[src/rtl/mp_cache_pkg.sv]
// Shared constants, entry layout and address-field helpers for the
// 4-way / 16-set tag lookup stage.
package mp_cache_pkg;

  localparam int WAYS      = 4;
  localparam int SETS      = 16;
  localparam int TAG_W     = 24;
  localparam int IDX_W     = 4;
  localparam int WAY_W     = 2;
  localparam int OFF_W     = 4;
  localparam int ENTRY_W   = TAG_W + 2;
  localparam int VALID_BIT = 25;
  localparam int DIRTY_BIT = 24;

  typedef struct packed {
    logic             valid;
    logic             dirty;
    logic [TAG_W-1:0] tag;
  } tag_entry_t;

  typedef enum logic {
    ST_INIT,
    ST_RUN
  } state_e;

  function automatic logic [TAG_W-1:0] addr_tag(input logic [31:0] addr);
    return addr[31:OFF_W+IDX_W];
  endfunction

  function automatic logic [IDX_W-1:0] addr_set(input logic [31:0] addr);
    return addr[OFF_W+IDX_W-1:OFF_W];
  endfunction

endpackage

[src/rtl/mp_cache_plru4.sv]
// Per-set tree-PLRU state for a 4-way cache, with victim selection that
// prefers the lowest-index invalid way.
module mp_cache_plru4
  import mp_cache_pkg::*;
(
  input  logic             clk,
  input  logic             rst,
  input  logic [IDX_W-1:0] rd_set,
  input  logic [WAYS-1:0]  way_valid,
  output logic [WAY_W-1:0] victim_way,
  input  logic             touch_a_en,
  input  logic [IDX_W-1:0] touch_a_set,
  input  logic [WAY_W-1:0] touch_a_way,
  input  logic             touch_b_en,
  input  logic [IDX_W-1:0] touch_b_set,
  input  logic [WAY_W-1:0] touch_b_way
);

  logic [2:0] plru_q [SETS];
  logic [2:0] plru_d [SETS];
  logic [2:0] rd_bits;

  function automatic logic [2:0] plru_touch(input logic [2:0] bits, input logic [WAY_W-1:0] way);
    logic [2:0] r;
    r = bits;
    if (way < 2'd2) begin
      r[0] = 1'b1;
      r[1] = (way == 2'd0);
    end else begin
      r[0] = 1'b0;
      r[2] = (way == 2'd2);
    end
    return r;
  endfunction

  // Touch B (the tag update) is applied after touch A so it wins on a shared set.
  always_comb begin
    for (int s = 0; s < SETS; s++) begin
      plru_d[s] = plru_q[s];
      if (touch_a_en && touch_a_set == IDX_W'(s)) plru_d[s] = plru_touch(plru_d[s], touch_a_way);
      if (touch_b_en && touch_b_set == IDX_W'(s)) plru_d[s] = plru_touch(plru_d[s], touch_b_way);
    end
  end

  always_ff @(posedge clk or posedge rst) begin
    if (rst) begin
      for (int s = 0; s < SETS; s++) plru_q[s] <= '0;
    end else begin
      for (int s = 0; s < SETS; s++) plru_q[s] <= plru_d[s];
    end
  end

  always_comb begin
    rd_bits    = plru_q[rd_set];
    victim_way = rd_bits[0] ? (rd_bits[2] ? 2'd3 : 2'd2) : (rd_bits[1] ? 2'd1 : 2'd0);
    for (int w = WAYS - 1; w >= 0; w--) begin
      if (!way_valid[w]) victim_way = WAY_W'(w);
    end
  end

endmodule

[src/rtl/mp_cache_tag_lookup.sv]
// Tag lookup/compare stage: clears the tag SRAMs after reset, then serves
// lookups and tag updates against four single-port tag SRAMs.
module mp_cache_tag_lookup
  import mp_cache_pkg::*;
(
  input  logic                     clk,
  input  logic                     rst,
  input  logic                     req_valid,
  output logic                     req_ready,
  input  logic [31:0]              req_addr,
  output logic                     resp_valid,
  input  logic                     resp_ready,
  output logic                     resp_hit,
  output logic [WAY_W-1:0]         resp_way,
  output logic [WAY_W-1:0]         resp_victim_way,
  output logic                     resp_victim_valid,
  output logic                     resp_victim_dirty,
  output logic [TAG_W-1:0]         resp_victim_tag,
  input  logic                     upd_valid,
  output logic                     upd_ready,
  input  logic [WAY_W-1:0]         upd_way,
  input  logic [IDX_W-1:0]         upd_set,
  input  logic [ENTRY_W-1:0]       upd_entry,
  output logic [WAYS-1:0]          sram_csb,
  output logic [WAYS-1:0]          sram_web,
  output logic [WAYS*IDX_W-1:0]    sram_addr,
  output logic [WAYS*ENTRY_W-1:0]  sram_din,
  input  logic [WAYS*ENTRY_W-1:0]  sram_dout
);

  state_e           state_q, state_d;
  logic [IDX_W-1:0] init_cnt_q, init_cnt_d;
  logic             s1_valid_q, s1_valid_d;
  logic [TAG_W-1:0] s1_tag_q, s1_tag_d;
  logic [IDX_W-1:0] s1_set_q, s1_set_d;

  logic             free;
  logic             upd_fire;
  logic             req_fire;
  logic             resp_fire;
  logic [WAYS-1:0]  hit_vec;
  logic [WAYS-1:0]  valid_vec;
  tag_entry_t       dout_e [WAYS];
  logic [WAY_W-1:0] victim_way;

  generate
    for (genvar gi = 0; gi < WAYS; gi++) begin : g_way
      assign dout_e[gi]    = tag_entry_t'(sram_dout[gi*ENTRY_W +: ENTRY_W]);
      assign valid_vec[gi] = sram_dout[gi*ENTRY_W + VALID_BIT];
      assign hit_vec[gi]   = valid_vec[gi] && (dout_e[gi].tag == s1_tag_q);
    end
  endgenerate

  always_comb begin
    resp_way = '0;
    for (int w = WAYS - 1; w >= 0; w--) begin
      if (hit_vec[w]) resp_way = WAY_W'(w);
    end
  end

  assign resp_valid        = s1_valid_q;
  assign resp_hit          = |hit_vec;
  assign resp_victim_way   = victim_way;
  assign resp_victim_valid = dout_e[victim_way].valid;
  assign resp_victim_dirty = dout_e[victim_way].dirty;
  assign resp_victim_tag   = dout_e[victim_way].tag;

  // SRAM controls are combinational: the macro samples them on the edge itself.
  always_comb begin
    state_d    = state_q;
    init_cnt_d = init_cnt_q;
    s1_valid_d = s1_valid_q;
    s1_tag_d   = s1_tag_q;
    s1_set_d   = s1_set_q;
    free       = 1'b0;
    req_ready  = 1'b0;
    upd_ready  = 1'b0;
    upd_fire   = 1'b0;
    req_fire   = 1'b0;
    resp_fire  = 1'b0;
    sram_csb   = '1;
    sram_web   = '1;
    sram_addr  = '0;
    sram_din   = '0;
    if (!rst) begin
      case (state_q)
        ST_INIT: begin
          sram_csb = '0;
          sram_web = '0;
          for (int w = 0; w < WAYS; w++) sram_addr[w*IDX_W +: IDX_W] = init_cnt_q;
          init_cnt_d = init_cnt_q + 4'd1;
          if (init_cnt_q == IDX_W'(SETS - 1)) state_d = ST_RUN;
        end
        ST_RUN: begin
          free      = !s1_valid_q || resp_ready;
          upd_ready = free;
          req_ready = free && !upd_valid;
          upd_fire  = upd_valid && upd_ready;
          req_fire  = req_valid && req_ready;
          resp_fire = s1_valid_q && resp_ready;
          if (upd_fire) begin
            sram_csb[upd_way]                       = 1'b0;
            sram_web[upd_way]                       = 1'b0;
            sram_addr[upd_way*IDX_W +: IDX_W]       = upd_set;
            sram_din[upd_way*ENTRY_W +: ENTRY_W]    = upd_entry;
          end else if (req_fire) begin
            sram_csb = '0;
            for (int w = 0; w < WAYS; w++) sram_addr[w*IDX_W +: IDX_W] = addr_set(req_addr);
          end
          if (req_fire) begin
            s1_valid_d = 1'b1;
            s1_tag_d   = addr_tag(req_addr);
            s1_set_d   = addr_set(req_addr);
          end else if (resp_fire) begin
            s1_valid_d = 1'b0;
          end
        end
        default: state_d = ST_INIT;
      endcase
    end
  end

  always_ff @(posedge clk or posedge rst) begin
    if (rst) begin
      state_q    <= ST_INIT;
      init_cnt_q <= '0;
      s1_valid_q <= 1'b0;
      s1_tag_q   <= '0;
      s1_set_q   <= '0;
    end else begin
      state_q    <= state_d;
      init_cnt_q <= init_cnt_d;
      s1_valid_q <= s1_valid_d;
      s1_tag_q   <= s1_tag_d;
      s1_set_q   <= s1_set_d;
    end
  end

  mp_cache_plru4 u_plru (
    .clk         (clk),
    .rst         (rst),
    .rd_set      (s1_set_q),
    .way_valid   (valid_vec),
    .victim_way  (victim_way),
    .touch_a_en  (resp_fire && resp_hit),
    .touch_a_set (s1_set_q),
    .touch_a_way (resp_way),
    .touch_b_en  (upd_fire && upd_entry[VALID_BIT]),
    .touch_b_set (upd_set),
    .touch_b_way (upd_way)
  );

  // A tag may live in at most one way of a set.
  a_onehot_hit: assert property (@(posedge clk) disable iff (rst) s1_valid_q |-> $onehot0(hit_vec));

endmodule

[config.mk]
export PLATFORM = sky130hd
export DESIGN_NAME = mp_cache_tag_lookup
export DESIGN_NICKNAME = d
export VERILOG_FILES = /design/src/rtl/mp_cache_pkg.sv /design/src/rtl/mp_cache_plru4.sv /design/src/rtl/mp_cache_tag_lookup.sv
export SDC_FILE = /design/constraint.sdc
export NUM_CORES = 1
export LEC_CHECK = 0
export CORE_MARGIN = 3
export CORE_UTILIZATION = 32
export DETAILED_ROUTE_END_ITERATION = 8
export PLACE_DENSITY = 0.71
export SLEW_MARGIN = 20
export SYNTH_ARGS = -nofsm -noshare
export SYNTH_HDL_FRONTEND = slang
export SYNTH_SLANG_ARGS = --single-unit
[constraint.sdc]
create_clock -name clk -period 8.4 [get_ports clk]
set_input_delay 0.84 -clock clk [delete_from_list [all_inputs] [get_ports clk]]
set_output_delay 0.84 -clock clk [all_outputs]
set_load 0.05 [all_outputs]
---- After elaboration in Yosys (flattened, before gate mapping) ----
Cells that the tools add are included.
storage, ports and cells
  word-level logic and storage cells ...... 309
  input bits .............................. 173
  output and inout bits ................... 162
  flip-flop bits (word level) ............. 82
operators by class
  $mul .................................... 1
  eq/ne operators ......................... 37
  shifts and indexed selects .............. 4
  multiplexer cells ....................... 143
  reduce and logical (&&, ||, !) cells .... 71
  $lt $le $gt $ge ......................... 6
  bitwise gates (word level) .............. 7
  add/subtract/negate cells ............... 3
operators by type and width
  operator                     number
  $mux W104                    3
  $and A104 B104 Y104          1
  $shift A26 B34 Y104 const A  1
  $shiftx A26 B34 Y104         1
  $mux W3                      34
  $eq A24 B24 Y1               4
  $mux W1                      81
  $eq A4 B4 Y1 const B         17
  $bmux W26 S2                 1
  $mux W26                     2
  $mux W16                     3
  $logic_and A1 B1 Y1          43
  $neg A4 Y34                  1
  $neg A7 Y34                  1
  $reduce_bool A2 Y1           17
  $shift A4 B34 Y16 const A    1
  $shiftx A4 B34 Y16           1
  $eq A4 B3 Y1 const B         8
  $pmux W16 S2                 1
  $mux W4                      5
  $mux W2                      9
  $and A16 B16 Y16             1
  $eq A4 B2 Y1 const B         4
  $pmux W4 S2                  2
  other kinds (22)             30

---- Depth between registers and ports, before layout ----
Gate-level depths: netlist of run 1.
  word-level depth ........................ 14
  mapped depth ............................ 14
  mapped depth without buffers ............ 9

---- Modules after synthesis ----
Synthesis of run 1 repeated with hierarchy kept, for this count alone.
unflattened totals
  cells, all modules ...................... 1167
  area total of the unflattened synthesis .. 9587.9 um^2
by module, submodules not included
  module               seq. area each (um^2)  instances  area an instance (um^2)  cells an instance
  mp_cache_tag_lookup  850.8                  1          6393.6                   824
  mp_cache_plru4       1201.2                 1          3194.3                   343

---- Least setup slack after synthesis of run 1 ----
No wires, ideal clock.
  path type ............................... in2out
  start ................................... input port rst
  end ..................................... output port sram_addr[0]
  data required time ...................... 7.560 ns
  stages on the path ...................... 4
  path buffers ............................ 1
  path slack .............................. 2.377 ns
  data arrival time ....................... 5.183 ns
  cell sequence ........................... inv_1 -> clkbuf_1 -> o21ai_0 -> a21oi_1
between the ends
  word-level cells in the longest chain between the ends .. 1
RTL lines
  what             line                       RTL
  start, declared  mp_cache_tag_lookup.sv:7   input logic rst,
  $mux W16         mp_cache_tag_lookup.sv:85  if (!rst) begin
  end, declared    mp_cache_tag_lookup.sv:26  output logic [WAYS*IDX_W-1:0] sram_addr,
No other way between the ends.

---- Worst setup path in the final report of run 1 ----
  start ................................... input port upd_way[1]
  end ..................................... output port sram_din[47]
between the ends
  word-level cells in the longest chain between the ends .. 7
  elaborated cells between the ends (all ways) .. 8
  those cells by class .................... add/sub (1); mul (1); shift (2); mux (3); bitwise (1)
RTL lines
  what                                                                line                        RTL
  start, declared                                                     mp_cache_tag_lookup.sv:21   input logic [WAY_W-1:0] upd_way,
  $mul A2 B4 Y6 (*)                                                   mp_cache_tag_lookup.sv:105  sram_din[upd_way*ENTRY_W +: ENTRY_W] = upd_entry;
  $neg A7 Y34 (*)                                                     mp_cache_tag_lookup.sv:105
  $shiftx A26 B34 Y104 / $shift A26 B34 Y104 (equally long branches)  mp_cache_tag_lookup.sv:105
  $and A104 B104 Y104 (no source line) (*)                            -
  $mux W104 (*)                                                       mp_cache_tag_lookup.sv:101  if (upd_fire) begin
  $mux W104 (*)                                                       mp_cache_tag_lookup.sv:86   case (state_q)
  $mux W104 (*)                                                       mp_cache_tag_lookup.sv:85
  end, declared                                                       mp_cache_tag_lookup.sv:27   output logic [WAYS*ENTRY_W-1:0] sram_din,
Mark *: on every way between the ends. The rest lies on a longest branch, timed or not.

==> metrics, run 1 <==
DRT Pass-1 Iters 5; CP Depth 13; YS warnings 0; Filler Cell Count 2,766; pwr/cell area 180.4 nW/µm²; final cell count without fillers 1,814; placed insts 1,797; Synth-to-Final Area Change 40.08%; ANT nets after route 0; initial antenna violation count 1; family with the most delay on the worst path buffers and inverters; ys flop type dfrtp_1; sw frac 0.4646; largest cells by area after synthesis dfrtp_1 (22%), mux2i_1 (10%), xnor2_1 (6.8%); die height 177.0 µm; Startpoint Class input port; VDD IR max 0.1017 mV; P_sw 1.098 mW; RD Place Congestion 0.9297; placed cell areas 12,810 µm²; clk_skew 0.009243 ns; Syn Nets 1,359; number of global-route vias before repair 10,430; Seq/Total Area, Yosys 0.2194; Sinks on Clock Net 82; WL final 40.40 mm; post-CTS sizing 0; I/O Buffers 330; Leak 4.758 nW; NumNets Final 1,612; H-tree depth 3; Pins Over Slew Limit 0; CP cell instances clkdlybuf4s50_1 -> buf_4 -> clkinv_1 -> buf_4 -> ha_1 -> nor2b_1 -> a22oi_1 -> o21ai_0 -> nor2_1 -> a21oi_1 -> nand3_1 -> a21oi_1 -> clkdlybuf4s50_1; dpl ws 2.230 ns; hold buffer count at cts 0; final setup fails 0; Arr. time, crit path 5.40 ns; Setup Fix Bufs, Post-CTS 0; status complete, no violations; Max Clock Freq 160.2 MHz; Detail Placement HPWL 30.99 mm; critical path class in2out; initial core utilization 0.3303; final hold vios 0; Netlist Area Pre-Place 9353 µm²; Post-synth ARST share 1.000; CTS clock-pin slew for the worst setup and hold paths 0.06 ns; RSZ-0062 raised after global routing no; clock root cell clkbuf_16; type of the worst min-delay path reg2reg; max-capacitance violation count 0; synth unique cells 59; clk buf depth 2; worst path buffer plus inverter count 5; die area 31,310 µm²; Worst path slowest cell clkdlybuf4s50_1; Setup crit end kind primary output; worst r2r path cells 7; final worst slack 2.158 ns; Die Width 177.0 µm; Reg power frac 0.295; WL/cell 22.27 µm; Tcrit/Tclk final 0.7431; #FFs+latches synth 82; I/O Pins 335; synthesized area per cell 7.946 µm²; hold path cells 1; total negative slack 0 ns; CP max stage delay 0.89 ns; Critical Path Fanout Max 27; Comb pwr share 0.544; largest net degree at the start of global routing 63; core area 28,320 µm²; Cell Rows 61; via count 10,490; utilization after layout 0.4627; Int Pwr 1.266 mW; share of layout cells above drive strength 1 0.07875; fin crit period 6.242 ns; total track usage 0.2503; DRT iter0 DRCs 1,027; Clock power frac 0.161; Least-Margin Pin Slew 1.058 ns; Req. time, crit path 7.56 ns; Post-synth EDFFs 0; Rel. slew slack 0.2924; Cells after Synth 1,177; drt drc 0; first-pass GRT wire length 61.96 mm; Yosys top cell area share 0.2194; TritonCTS clock tree done; Post-Layout Inst Area 13,100 µm²; vias per inst 5.783; Yosys top cell by area dfrtp_1; GRT overflow 0; cts bufs inserted 9; clock latency at the later pin of the worst-skew pair 0.35 ns
## cells in the mapped netlist, drive strengths merged (26+ instances only)
cell / instances
clkbuf: 65
mux2i: 96
nand2: 118
dfrtp: 82
a21oi: 69
nand3: 26
nor2: 146
buf: 42
xor2: 28
o21ai: 59
nand4: 30
mux2: 40
xnor2: 73
a22oi: 49
## state kept, by name (all words and copies together) (netlist names)
name / cells
init_cnt_q: 4
u_plru.plru_q: 48
s1_set_q: 4
resp_valid: 1
s1_tag_q: 24
state_q: 1
## layout make-up
type	count	area (µm²)	share of cell area
diodes	1	2.502	0.0001910
clock buffers	12	256.5	0.01958
clock inverters	4	26.28	0.002006
inverters	11	42.54	0.003247
multi-input cells	977	6808	0.5196
flip-flops and latches	82	2052	0.1566
well taps	378	473.0	0.03610
repair buffers	349	3441	0.2626
## cells in the final DEF (no fill, tap or decap), types with 5 or more instances in the layout
| master | Yosys | layout |
|---|---|---|
| clkbuf_16 | 0 | 9 |
| o211ai_1 | 13 | 13 |
| nand3_1 | 26 | 25 |
| nand2_1 | 118 | 118 |
| nor2_1 | 146 | 144 |
| ha_1 | 9 | 7 |
| dfrtp_1 | 82 | 82 |
| o21a_1 | 19 | 19 |
| nand2b_1 | 18 | 18 |
| nor3b_1 | 6 | 5 |
| mux4_2 | 17 | 17 |
| xor2_1 | 28 | 28 |
| and3_1 | 6 | 6 |
| o22ai_1 | 9 | 9 |
| inv_1 | 9 | 8 |
| a21boi_0 | 8 | 8 |
| a211oi_1 | 12 | 12 |
| a22oi_1 | 49 | 49 |
| nor4_1 | 16 | 16 |
| mux4_1 | 6 | 6 |
| nor3_1 | 16 | 16 |
| buf_4 | 3 | 19 |
| o21ai_1 | 9 | 9 |
| clkdlybuf4s50_1 | 0 | 329 |
| mux2_2 | 40 | 40 |
| xnor2_1 | 73 | 73 |
| a31oi_1 | 10 | 9 |
| a21oi_1 | 69 | 69 |
| o21ai_0 | 50 | 50 |
| o31ai_1 | 16 | 16 |
| nor2b_1 | 19 | 18 |
| nand4_1 | 28 | 28 |
| mux2i_1 | 96 | 96 |
## through the flow
step	total power, mW	hold WS [ns]
6_report	2.364	0.5243
3_5_place_dp	1.971	0.5232
5_1_grt	2.489	0.5590
2_1_floorplan	1.552	0.4619
4_1_cts	2.362	0.5311
3_3_place_gp	1.951	0.5169
## per-layer routing
layer,global-route usage,part of all wire,up-vias,wire length [µm]
met1,0.3160,0.40,5012,16130
met5,0,0,-,0
met4,0.08412,0.031,0,1241
met2,0.4240,0.48,626,19410
met3,0.05405,0.090,79,3624
li1,-,-,4774,-
## kinds of logic (layout without fill, tap and decap cells)
kind of cell	count (synthesis)	in the layout	synth area share
AOI/OAI and AO/OA	285	285	0.1947
xor gates and xnor gates	101	101	0.09458
adders and majority gates	9	9	0.01204
buffers and inverters	118	376	0.05726
DFF	82	82	0.2194
muxes	159	159	0.2087
other	0	1	0
and+or+nand+nor	423	423	0.2134
## final timing paths
path | to | slack [ns] | start
worst max-delay path | sram_din[47] | 2.16 | upd_way[1]
worst min-delay path | init_cnt_q[3]$_DFFE_PP0P_ | 0.52 | init_cnt_q[3]$_DFFE_PP0P_
worst max register to register | u_plru.plru_q[45]$_DFFE_PP0P_ | 4.83 | s1_tag_q[11]$_DFFE_PP0P_
worst min register to register | init_cnt_q[3]$_DFFE_PP0P_ | 0.52 | init_cnt_q[3]$_DFFE_PP0P_
max in group asynchronous | u_plru.plru_q[46]$_DFF_PP0_ | 6.19 | rst
min in group asynchronous | u_plru.plru_q[9]$_DFFE_PP0P_ | 0.97 | rst
## power groups by stage
stage	logic, mW	registers [mW]	clock network, mW
3_5_place_dp	1.27	0.698	0
2_1_floorplan	1.00	0.547	0
3_3_place_gp	1.26	0.694	0
4_1_cts	1.28	0.692	0.389
6_report	1.29	0.698	0.381
5_1_grt	1.37	0.717	0.404
Power figures use the tool's default switching activity.
==> run 2, diff against run 1 <==
- clock period: 8.4 -> 6.2 ns (I/O delays scaled with it)
==> run 2 against run 1 <==
Net effect:
- sequential power increased by 37%
- utilization increased by 4.4 points
- hold slack got worse by 0.012 ns
- critical path type is now reg2out
- power increased by 43%
==> metrics, run 2 (synthesis gave the netlist of run 1 again) <==
status complete, no violations; min-delay src init_cnt_q[3]$_DFFE_PP0P_; worst r2r src state_q$_DFFE_PP0N_; TritonCTS clock tree done; most common cell after layout, fill and taps aside clkdlybuf4s50_1; reg2reg setup slack 3.03 ns (-1.80 ns); placed insts 1,809 (+0.67%); Comb pwr share 0.543 (about the same); first-pass GRT wire length 63.90 mm (+3.1%); cts bufs inserted 9 (unchanged); utilization after layout 0.5071 (+0.04441); Setup crit end kind primary output; drt drc 0 (unchanged); Least-Margin Pin Slew 1.023 ns (-0.03489 ns); fin crit period 5.297 ns; I/O Pins 335 (unchanged); Critical Path Fanout Max 16 (-41%); share of layout cells above drive strength 1 0.1666 (+0.08781); total track usage 0.2596 (+0.009350); clock latency at the later pin of the worst-skew pair 0.35 ns (about the same); clk buf depth 2 (unchanged); largest net degree at the start of global routing 75 (+19%); Filler Cell Count 2,566 (-7.2%); RR Endpoint u_plru.plru_q[10]$_DFF_PP0_; Die Width 177.0 µm (unchanged); Pins Over Slew Limit 0 (unchanged); CTS clock-pin slew for the worst setup and hold paths 0.06 ns (about the same); final worst slack 0.9026 ns (-1.255 ns); WHS Endpoint init_cnt_q[3]$_DFFE_PP0P_; met3 usage in global routing 0.06285 (+0.008795); Cell Rows 61 (unchanged); hold_ws 0.5118 ns (-0.01246 ns); max-capacitance violation count 0 (unchanged); dpl ws 1.276 ns (-0.9547 ns); worst r2r path cells 7 (unchanged); placed cell areas 14,040 µm² (+9.6%); total negative slack 0 ns (unchanged); critical path class reg2out; CP max stage delay 0.84 ns (-0.05 ns); vias per inst 5.815 (+0.55%); post-CTS sizing 0 (unchanged); DRT iter0 DRCs 1,134 (+10%); sw frac 0.4501 (-0.01446); P_sw 1.519 mW (+38%); number of global-route vias before repair 10,770 (+3.3%); register area 2052 µm² (unchanged); Post-Layout Inst Area 14,360 µm² (+9.6%); WL final 41.58 mm (+2.9%); clk_skew 0.009883 ns (+0.0006404 ns); Detail Placement HPWL 32.57 mm (+5.1%); GRT met1 Usage 0.3267 (+0.01064); worst path buffer plus inverter count 3 (-2); Worst path slowest cell dfrtp_1; GRT overflow 0 (unchanged); CP cell instances buf_4 -> mux4_1 -> nand3_1 -> nand3_1 -> nand4_1 -> o21ai_1 -> a31oi_4 -> buf_4 -> mux2i_1 -> clkdlybuf4s50_1; clock root cell clkbuf_16; Req. time, crit path 5.58 ns (-1.98 ns); die area 31,310 µm² (unchanged); type of the worst min-delay path reg2reg; pwr/cell area 235.0 nW/µm² (+30%); Max Clock Freq 188.8 MHz; RD Place Congestion 1.011 (+8.8%); NumNets Final 1,624 (+0.74%); Top reg by flops u_plru.plru_q; RSZ-0062 raised after global routing no; commonest cells after routing, fill and taps aside clkdlybuf4s50_1 (209), nor2_1 (145), nand2_1 (118); met2 usage 0.4364 (+0.01234); Setup Fix Bufs, Post-CTS 0 (unchanged); Sinks on Clock Net 82 (unchanged); overall power after layout 3.374 mW (+43%); top flop regs u_plru.plru_q (48), s1_tag_q (24); hold buffer count at cts 0 (unchanged); Rel. slew slack 0.3161 (+0.02374); Startpoint Class register; final cell count without fillers 1,826 (+0.66%); Tcrit/Tclk final 0.8544; ANT nets after route 0 (unchanged); area of the multi-input gates 6795 µm² (-0.18%); Arr. time, crit path 4.68 ns (-0.72 ns); initial antenna violation count 1 (unchanged); WL/cell 22.77 µm (+2.2%); via count 10,620 (+1.2%); final hold vios 0 (unchanged); hold path cells 1 (unchanged); H-tree depth 3 (unchanged); Most Used Layer, Global Route met2; family with the most delay on the worst path buffers and inverters; Reg power frac 0.284 (-0.011); die height 177.0 µm (unchanged); Synth-to-Final Area Change 53.53%; Leak 5.393 nW (+13%); DRT Pass-1 Iters 7 (+2); Clock power frac 0.173 (+0.012); I/O Buffers 330 (unchanged); Int Pwr 1.855 mW (+47%); initial core utilization 0.3303 (unchanged); max reg flops 48 (unchanged); final setup fails 0 (unchanged); core area 28,320 µm² (unchanged); VDD IR max 0.1576 mV (+55%)
[run 2: changes by cell type in the layout (fill, tap and decap cells not counted), sizes merged]
cell,delta
clkinvlp,-1
buf,+132
clkbuf,-1
clkdlybuf4s50,-120
bufinv,+2
[run 2: worst max path at each step]
stage | startpoint | end | slack, ns | cells after the start
2_1_floorplan | rst | sram_addr[0] | 0.62 | 4
3_3_place_gp | upd_way[1] | sram_addr[15] | 1.27 | 9
3_5_place_dp | upd_way[1] | sram_addr[15] | 1.28 | 9
4_1_cts | s1_set_q[0]$_DFFE_PP0P_ | resp_victim_tag[23] | 0.91 | 10
5_1_grt | s1_set_q[0]$_DFFE_PP0P_ | resp_victim_tag[13] | 0.73 | 10
6_report | s1_set_q[0]$_DFFE_PP0P_ | resp_victim_tag[13] | 0.90 | 10
[run 2: cell type report]
cell class | count | area share
clock buffers | 11 | 0.01621
well taps | 378 | 0.03294
multi-input cells | 977 | 0.4732
repair buffers | 361 | 0.3261
clock inverters | 5 | 0.005490
flip-flops and latches | 82 | 0.1429
inverters | 11 | 0.002963
diodes | 1 | 0.0001743
[run 2: worst register-to-register path, delay by kind of cell, from the launching register on]
kind / cells / cell delay [ns]
compound gates: 2 / 0.29
flops: 1 / 0.67
simple gates: 5 / 2.16
[run 2: per-layer routing]
metal  wire length, µm  part of all wire
met5                 0                 0
met4              1454             0.035
met2             19840              0.48
met3              4113             0.099
met1             16160              0.39
[run 2: power groups by stage]
| stage | registers, mW | clock network (mW) | logic [mW] |
|---|---|---|---|
| 2_1_floorplan | 0.742 | 0 | 1.36 |
| 3_3_place_gp | 0.950 | 0 | 1.80 |
| 3_5_place_dp | 0.960 | 0 | 1.81 |
| 4_1_cts | 0.950 | 0.586 | 1.83 |
| 5_1_grt | 0.984 | 0.610 | 1.94 |
| 6_report | 0.959 | 0.583 | 1.83 |
